<file path="src/rtl/xt_enc_pkg.sv">
// Shared types and default geometry for the crosstalk-aware bus encoder.
package xt_enc_pkg;

   typedef enum logic [1:0] {
      XT_BYPASS = 2'b00,
      XT_BINV   = 2'b01,
      XT_XTALK  = 2'b10
   } xt_mode_e;

   localparam int unsigned SEG_W_DEF = 16;
   localparam int unsigned NSEG_DEF  = 2;
   localparam int unsigned CNT_W_DEF = 16;

endpackage

</file>
<file path="src/rtl/xt_seg_dec.sv">
// Per-segment invert decision: compares the candidate word against the word currently on the bus.
module xt_seg_dec
   import xt_enc_pkg::*;
#(
   parameter int unsigned PW = SEG_W_DEF - 1
) (
   input  logic [PW-1:0] prev,
   input  logic [PW-1:0] cur,
   input  logic [1:0]    mode,
   output logic          inv
);

   function automatic int unsigned popcnt(input logic [PW-1:0] v);
      int unsigned n;
      n = 0;
      for (int unsigned i = 0; i < PW; i++) begin
         if (v[i]) n++;
      end
      return n;
   endfunction

   // Adjacent line pairs that toggle in opposite directions going prev -> c.
   function automatic int unsigned xt_cost(input logic [PW-1:0] p, input logic [PW-1:0] c);
      logic [PW-1:0] up;
      logic [PW-1:0] dn;
      int unsigned   n;
      up = ~p & c;
      dn = p & ~c;
      n  = 0;
      for (int unsigned i = 0; i + 1 < PW; i++) begin
         if ((up[i] && dn[i+1]) || (dn[i] && up[i+1])) n++;
      end
      return n;
   endfunction

   always_comb begin
      inv = 1'b0;
      case (mode)
         XT_BINV:  inv = (popcnt(prev ^ cur) << 1) > PW;
         XT_XTALK: inv = xt_cost(prev, cur) > xt_cost(prev, ~cur);
         default:  inv = 1'b0;
      endcase
   end

endmodule

</file>
<file path="src/rtl/xt_bus_encoder.sv">
// Two-stage bus encoder: stage A captures payload+mode, stage B drives the encoded bus.
module xt_bus_encoder
   import xt_enc_pkg::*;
#(
   parameter int unsigned SEG_W = SEG_W_DEF,
   parameter int unsigned NSEG  = NSEG_DEF,
   parameter int unsigned CNT_W = CNT_W_DEF
) (
   input  logic                      clk,
   input  logic                      rst_n,
   input  logic [1:0]                mode,
   input  logic                      in_valid,
   output logic                      in_ready,
   input  logic [NSEG*(SEG_W-1)-1:0] in_data,
   output logic                      out_valid,
   input  logic                      out_ready,
   output logic [NSEG*SEG_W-1:0]     out_data,
   input  logic                      cnt_clr,
   output logic [NSEG*CNT_W-1:0]     inv_cnt
);

   localparam int unsigned PW = SEG_W - 1;

   logic                    a_valid_q;
   logic [NSEG*PW-1:0]      a_data_q;
   logic [1:0]              a_mode_q;
   logic                    out_valid_q;
   logic [NSEG*SEG_W-1:0]   out_data_q;
   logic [NSEG*CNT_W-1:0]   cnt_q, cnt_d;
   logic [NSEG*SEG_W-1:0]   enc_d;
   logic [NSEG-1:0]         seg_inv;
   logic                    b_adv;
   logic                    accept;

   assign b_adv    = a_valid_q && (!out_valid_q || out_ready);
   assign in_ready = !a_valid_q || b_adv;
   assign accept   = in_valid && in_ready;

   for (genvar k = 0; k < NSEG; k++) begin : g_seg
      // Reference is the payload currently on the bus, flag line excluded.
      xt_seg_dec #(
         .PW (PW)
      ) u_dec (
         .prev (out_data_q[k*SEG_W +: PW]),
         .cur  (a_data_q[k*PW +: PW]),
         .mode (a_mode_q),
         .inv  (seg_inv[k])
      );

      assign enc_d[k*SEG_W +: SEG_W] =
         {seg_inv[k], seg_inv[k] ? ~a_data_q[k*PW +: PW] : a_data_q[k*PW +: PW]};
   end

   always_comb begin
      cnt_d = cnt_q;
      for (int unsigned k = 0; k < NSEG; k++) begin
         if (cnt_clr) begin
            cnt_d[k*CNT_W +: CNT_W] = '0;
         end else if (b_adv && seg_inv[k] && (cnt_q[k*CNT_W +: CNT_W] != '1)) begin
            cnt_d[k*CNT_W +: CNT_W] = cnt_q[k*CNT_W +: CNT_W] + 1'b1;
         end
      end
   end

   always_ff @(posedge clk or negedge rst_n) begin
      if (!rst_n) begin
         a_valid_q   <= 1'b0;
         a_data_q    <= '0;
         a_mode_q    <= 2'b00;
         out_valid_q <= 1'b0;
         out_data_q  <= '0;
         cnt_q       <= '0;
      end else begin
         if (accept) begin
            a_valid_q <= 1'b1;
            a_data_q  <= in_data;
            a_mode_q  <= mode;
         end else if (b_adv) begin
            a_valid_q <= 1'b0;
         end

         if (b_adv) begin
            out_valid_q <= 1'b1;
            out_data_q  <= enc_d;
         end else if (out_ready) begin
            out_valid_q <= 1'b0;
         end

         cnt_q <= cnt_d;
      end
   end

   assign out_valid = out_valid_q;
   assign out_data  = out_data_q;
   assign inv_cnt   = cnt_q;

endmodule

</file>
<file path="config.mk">
export PLATFORM = sky130hd
export DESIGN_NAME = xt_bus_encoder
export DESIGN_NICKNAME = d
export VERILOG_FILES = /design/src/rtl/xt_enc_pkg.sv /design/src/rtl/xt_seg_dec.sv /design/src/rtl/xt_bus_encoder.sv
export SDC_FILE = /design/constraint.sdc
export NUM_CORES = 1
export LEC_CHECK = 0
export BUFFER_PORTS_ARGS = -buffer_cell sky130_fd_sc_hd__buf_4
export CORE_UTILIZATION = 65
export CTS_CLUSTER_DIAMETER = 200
export DETAILED_ROUTE_END_ITERATION = 7
export PLACE_DENSITY = 0.85
export SLEW_MARGIN = 20
export SYNTH_ARGS = -nofsm -noshare
export SYNTH_HDL_FRONTEND = slang
export SYNTH_SLANG_ARGS = --single-unit
</file>
<file path="constraint.sdc">
create_clock -name clk -period 17.2 [get_ports clk]
set_input_delay 3.44 -clock clk [delete_from_list [all_inputs] [get_ports clk]]
set_output_delay 3.44 -clock clk [all_outputs]
set_load 0.02 [all_outputs]
</file>
Word level (Yosys, flattened, before mapping)

Index checks and enable logic that the tools add are counted.

Bits in registers: 98
Input port bits: 37
Word-level logic and storage cells: 479

$add $sub $neg: 82
Magnitude comparators: 4
Eq/ne operators: 4
Muxes and demuxes: 184
Bitwise gates (word level): 16
Reductions and logical operators: 182

Operators with widths:

| cell                    | number |
|---|---|
| $mux W32                | 108 |
| $mux W31                | 58 |
| $add A32 B1 Y32 const B | 52 |
| $add A31 B1 Y31 const B | 28 |
| $and A15 B15 Y15        | 8 |
| $logic_and A1 B1 Y1     | 118 |
| $not A15 Y15            | 6 |
| $gt A32 B32 Y1          | 2 |
| $gt A32 B4 Y1 const B   | 2 |
| $mux W16                | 4 |
| $logic_or A1 B1 Y1      | 58 |
| $add A16 B1 Y16 const B | 2 |
| $ne A16 B16 Y1 const B  | 2 |
| $mux W15                | 2 |
| $xor A15 B15 Y15        | 2 |
| $mux W1                 | 10 |
| $reduce_bool A2 Y1      | 4 |
| $pmux W1 S2             | 2 |
| $eq A2 B1 Y1 const B    | 1 |
| $eq A2 B2 Y1 const B    | 1 |
| $logic_not A1 Y1        | 2 |

Logic depth before layout (Yosys ltp)

Depth after elaboration: 52
Depth in mapped cells: 58
Depth with buffers taken out: 57

Cells and area by module

A second synthesis with hierarchy kept.

Cells, all modules: 1959
Area total of the unflattened synthesis: 16672.2 um^2

Modules (own cells, without submodules):

| module                      | times used | cells an instance | area an instance (um^2) |
|---|---|---|---|
| xt_seg_dec (g_seg[0].u_dec) | 1          | 802               | 6317.3 |
| xt_seg_dec (g_seg[1].u_dec) | 1          | 757               | 5919.4 |
| xt_bus_encoder              | 1          | 400               | 4435.5 |

Least setup slack after synthesis

OpenSTA, ideal clock, no wires.

Kind: register to register
From: register out_data_q[1] (netlist: out_data[1])
To: register cnt_q[13] (netlist: inv_cnt[13])
Arrival time: 10.546 ns
Path slack: 6.530 ns
Cell stages (with the launch flop): 53
Buffers on the path: 0
Cell sequence: dfrtp_1 inv_1 ha_1 a22o_1 inv_1 ha_1 xor2_1 ha_1 nand2_1 a21bo_2 ha_1 and2_1 or3_1 ha_1 nand2_1 nand2_1 ha_1 inv_1 [... 17 more ...] inv_1 ha_1 nand2_1 or4_1 nor2b_1 ha_1 o21a_1 o21a_1 o21ai_0 nand2b_1 a21oi_1 o21ai_0 a21o_1 a21oi_1 nor4b_1 o21ai_2 nor4_2 mux2_2

Longest elaborated chain between the ends: 50
Elaborated cells between the ends (all ways): 147
Classes of those cells: add/sub (39); order compare (2); mux (85); bitwise (6); reduce/logical (15)

RTL lines:

| item                                  | line                 | source |
|---|---|---|
| from (decl)                           | xt_bus_encoder.sv:28 | `logic [NSEG*SEG_W-1:0] out_data_q;` |
| from (signal assigned)                | xt_bus_encoder.sv:84 | `out_data_q <= enc_d;` |
| $not A15 Y15                          | xt_seg_dec.sv:27     | `up = ~p & c;` |
| $and A15 B15 Y15                      | xt_seg_dec.sv:27     |  |
| $logic_and A1 B1 Y1                   | xt_seg_dec.sv:31     | `if ((up[i] && dn[i+1]) \|\| (dn[i] && up[i+1])) n++;` |
| $logic_or A1 B1 Y1                    | xt_seg_dec.sv:31     |  |
| $mux W1                               | xt_seg_dec.sv:31     |  |
| $mux W32                              | xt_seg_dec.sv:38     | `case (mode)` |
| $add A32 B1 Y32                       | xt_seg_dec.sv:31     |  |
| $mux W32                              | xt_seg_dec.sv:31     |  |
| [... 33 more ...]                     | -                    |  |
| $mux W32                              | xt_seg_dec.sv:38     |  |
| $add A32 B1 Y32                       | xt_seg_dec.sv:31     |  |
| $mux W32                              | xt_seg_dec.sv:31     |  |
| $mux W32                              | xt_seg_dec.sv:38     |  |
| $gt A32 B32 Y1                        | xt_seg_dec.sv:40     | `XT_XTALK: inv = xt_cost(prev, cur) > xt_cost(prev, ~cur);` |
| $pmux W1 S2 *                         | xt_seg_dec.sv:38     |  |
| $logic_and A1 B1 Y1 * (2 in series)   | xt_bus_encoder.sv:59 | `end else if (b_adv && seg_inv[k] && (cnt_q[k*CNT_W +: CNT_W] != '1)) begin` |
| $reduce_bool A2 Y1 (no source line) * | -                    |  |
| to (signal assigned)                  | xt_bus_encoder.sv:89 | `cnt_q <= cnt_d;` |
| to (decl)                             | xt_bus_encoder.sv:29 | `logic [NSEG*CNT_W-1:0] cnt_q, cnt_d;` |

Mark *: on every way between the ends. The rest lies on a longest branch, timed or not. The select of a mux whose other input is x is not followed.
A chain may end at the register's enable or synchronous reset.

Worst setup path in the final report

From: register a_data_q[16]
To: register out_data_q[19] (netlist: out_data[19])

Longest elaborated chain between the ends: 49
Elaborated cells between the ends (all ways): 146
Classes of those cells: add/sub (39); order compare (2); mux (86); bitwise (7); reduce/logical (12)

RTL lines:

| item                   | line                               | source |
|---|---|---|
| from (decl)            | xt_bus_encoder.sv:25               | `logic [NSEG*PW-1:0] a_data_q;` |
| from (signal assigned) | xt_bus_encoder.sv:76               | `a_data_q <= in_data;` |
| $not A15 Y15           | xt_seg_dec.sv:28, xt_seg_dec.sv:40 |  |
| $not A15 Y15           | xt_seg_dec.sv:28                   | `dn = p & ~c;` |
| $and A15 B15 Y15       | xt_seg_dec.sv:28                   |  |
| $logic_and A1 B1 Y1    | xt_seg_dec.sv:31                   |  |
| $logic_or A1 B1 Y1     | xt_seg_dec.sv:31                   |  |
| $mux W1                | xt_seg_dec.sv:31                   |  |
| $mux W32               | xt_seg_dec.sv:38                   |  |
| $add A32 B1 Y32        | xt_seg_dec.sv:31                   |  |
| [... 33 more ...]      | -                                  |  |
| $mux W32               | xt_seg_dec.sv:31                   |  |
| $mux W32               | xt_seg_dec.sv:38                   |  |
| $add A32 B1 Y32        | xt_seg_dec.sv:31                   |  |
| $mux W32               | xt_seg_dec.sv:31                   |  |
| $mux W32               | xt_seg_dec.sv:38                   |  |
| $gt A32 B32 Y1         | xt_seg_dec.sv:40                   |  |
| $pmux W1 S2 *          | xt_seg_dec.sv:38                   |  |
| $mux W15 *             | xt_bus_encoder.sv:51               | `{seg_inv[k], seg_inv[k] ? ~a_data_q[k*PW +: PW] : a_data_q[k*PW +: PW]};` |

Marks and branches as above.

==> metrics.cfg <==
[placed_design]
gp_congestion = 0.912
place.port_buffers = 102
dp_hpwl_mm = 28.3
pre_cts_ws_ps = 5610

[clock_tree]
hold_buffers = 0
cts_sinks = 98
cts_max_path_buffers = 2
cts_resized = 0
clk_latency_ps = 370
cts_max_level = 3
cts_buffers = 9
cts_tree = done
path_clk_slew_ps = 80
root_buffer = clkbuf_16
cts_setup_buffers = 0

[layout]
fin_util_pct = 72.4
area_growth_pct = 9.21
nets = 2228
antenna_cells = 0
drive_gt1_share_pct = 11.6

[synth]
synth_common_cells = ha_1, nand2_1, xnor2_1
yosysMostFrequentCell = ha_1
ys_seq_elements = 98
synth.area.top_cells = ha_1, dfrtp_1, xnor2_1
synth-edff-count = 0
yosys_most_used_dff = dfrtp_1
syn_inst = 1860
syn_area_per_cell_um2 = 8.37
netlist-cell-type-count = 97
seq_area_frac_synth_pct = 15.8
yosysTopAreaCell = ha_1
ys.warnings.count = 0
netlist.area_leader.share_pct = 18.5
syn-cell-area_um2 = 15600
ys_async_sr_fraction_pct = 100

[worst_setup_path]
critPathKind = flop to flop
crit_slowest_cell = nor4_2
cp.required_ps = 17420
max_stage_delay_ps = 470
crit_path_start_kind = flop
worstPathBufferInverterCount = 7
cp_max_fo = 16
critPathTopFamily = adder cells
cp-end-kind = flop
crit_top_cell = ha_1
arrival_ps = 11890

[grt]
antenna_found_initial = 0
grt_max_degree = 68
grt_pass1_vias = 13100
grt_use_total_pct = 29.7
overflow = 0
grt_pass1_wl_mm = 60.3

[timing]
fin_worst_skew_ps = 14.8
tns_ps = 0
post-route-min-period_ps = 11670
setup_viol = 0
rsz0062_at_grt = false
fin_crit_sh_pct = 67.8
slew_viol_final = 0
max_freq_ghz = 0.0857
maxSlewHeadroom_pct = 31.1
hold_viol_final = 0
final.setup.worst_slack_ps = 5530
worst_pin_slew_ps = 1030

[floorplan]
num_io_pins = 103
die_height_um = 157
coreArea_um2 = 23500
start_util_pct = 66.3
die_w_um = 157
dieArea_um2 = 24600
num_rows = 56

[drt]
wl_per_cell_um = 15.8
vias_per_cell = 6.02
drt_wl_total_mm = 36.1
drt_pass1_iterations = 6
drt_iter0_markers = 824
vias = 13800
drcViolationCount = 0
ant_nets = 0

[worst_hold_path]
hp-class = flop to flop

[job]
max_cap_viol_count = 0

[outcome]
outcome = complete, no violations

==> placed cells by master (no fill, tap or decap), types with 17 or more instances in the layout <==
master and count:
nand2_1 190, mux2_2 62, conb_1 28, ha_1 230, or3_1 18, a31oi_1 19
mux2i_1 25, dfrtp_1 98, and3_1 24, o21a_1 19, and2_1 17, nor2_1 89
nand2b_1 34, a21oi_1 57, nand3_1 68, nor3_1 32, a22oi_1 33, nor2b_1 34
inv_1 128, o21ai_1 19, xor2_1 81, xnor2_1 160, nand4_1 30, o21ai_0 73
buf_4 105, a22o_1 46
==> worst register-to-register path: cells and delay by family, from the launching register on <==
family	cells	cell delay, ps
AO/OA/AOI/OAI	21	3670
XOR/XNOR	1	200
adder cells (fa/ha/maj)	14	4110
buffers and inverters	7	760
flip-flops	1	450
multiplexers	4	1010
AND/OR/NAND/NOR	11	1340
==> worst paths after layout <==
path,start,end,slack [ps],cells past startpoint
min in group asynchronous,rst_n,a_data_q[1],3040,1
max in group asynchronous,rst_n,out_data[24],12930,2
hold reg to reg,out_data[15],out_data[15],480,2
hold / removal,out_data[15],out_data[15],480,2
setup reg to reg,a_data_q[16],out_data[19],5530,58
setup / recovery,a_data_q[16],out_data[19],5530,58
==> final cells by class <==
type | instances | area [um2]
clock buffer | 9 | 225
clock inverter | 7 | 91.3
fill | 1803 | 6480
inverter | 130 | 488
multi-input combinational | 1617 | 12600
sequential | 98 | 2450
tap | 319 | 399
timing repair buffer | 105 | 788
==> cells by family (layout without fill, tap and decap cells) <==
family	after synthesis	in the layout	share of synthesized area, %
adder cells (fa/ha/maj)	233	233	18.7
XOR/XNOR	272	272	18.0
AND/OR/NAND/NOR	605	605	19.7
multiplexers	88	88	6.17
other	2	28	0.0483
flip-flops	98	98	15.8
AO/OA/AOI/OAI	391	391	17.3
buffers and inverters	171	251	4.29
==> per-layer routing <==
layer / global-route usage (%) / share of wire, %
met2: 52.7 / 48
met1: 37.8 / 46
met3: 3.18 / 4.0
met5: 0 / 0
met4: 8.68 / 1.7
==> registers in the layout, summed over array words and instances (netlist names) <==
signal / count
a_data_q: 30
a_valid_q: 1
out_valid: 1
inv_cnt: 32
a_mode_q: 2
out_data: 32
==> stage by stage <==
step                      instances  instance area (um2)  hold slack (ps)
after detailed placement       2269                16700              471
after floorplan                1886                15700              471
final                          2285                17000              482
after global placement         2269                16700              465
after CTS                      2285                17000              489
after global routing           2285                17000              532
Power is left out: the tool's default activity adds up to more than one toggle a clock period on the data nets, which glitch-free logic cannot reach.
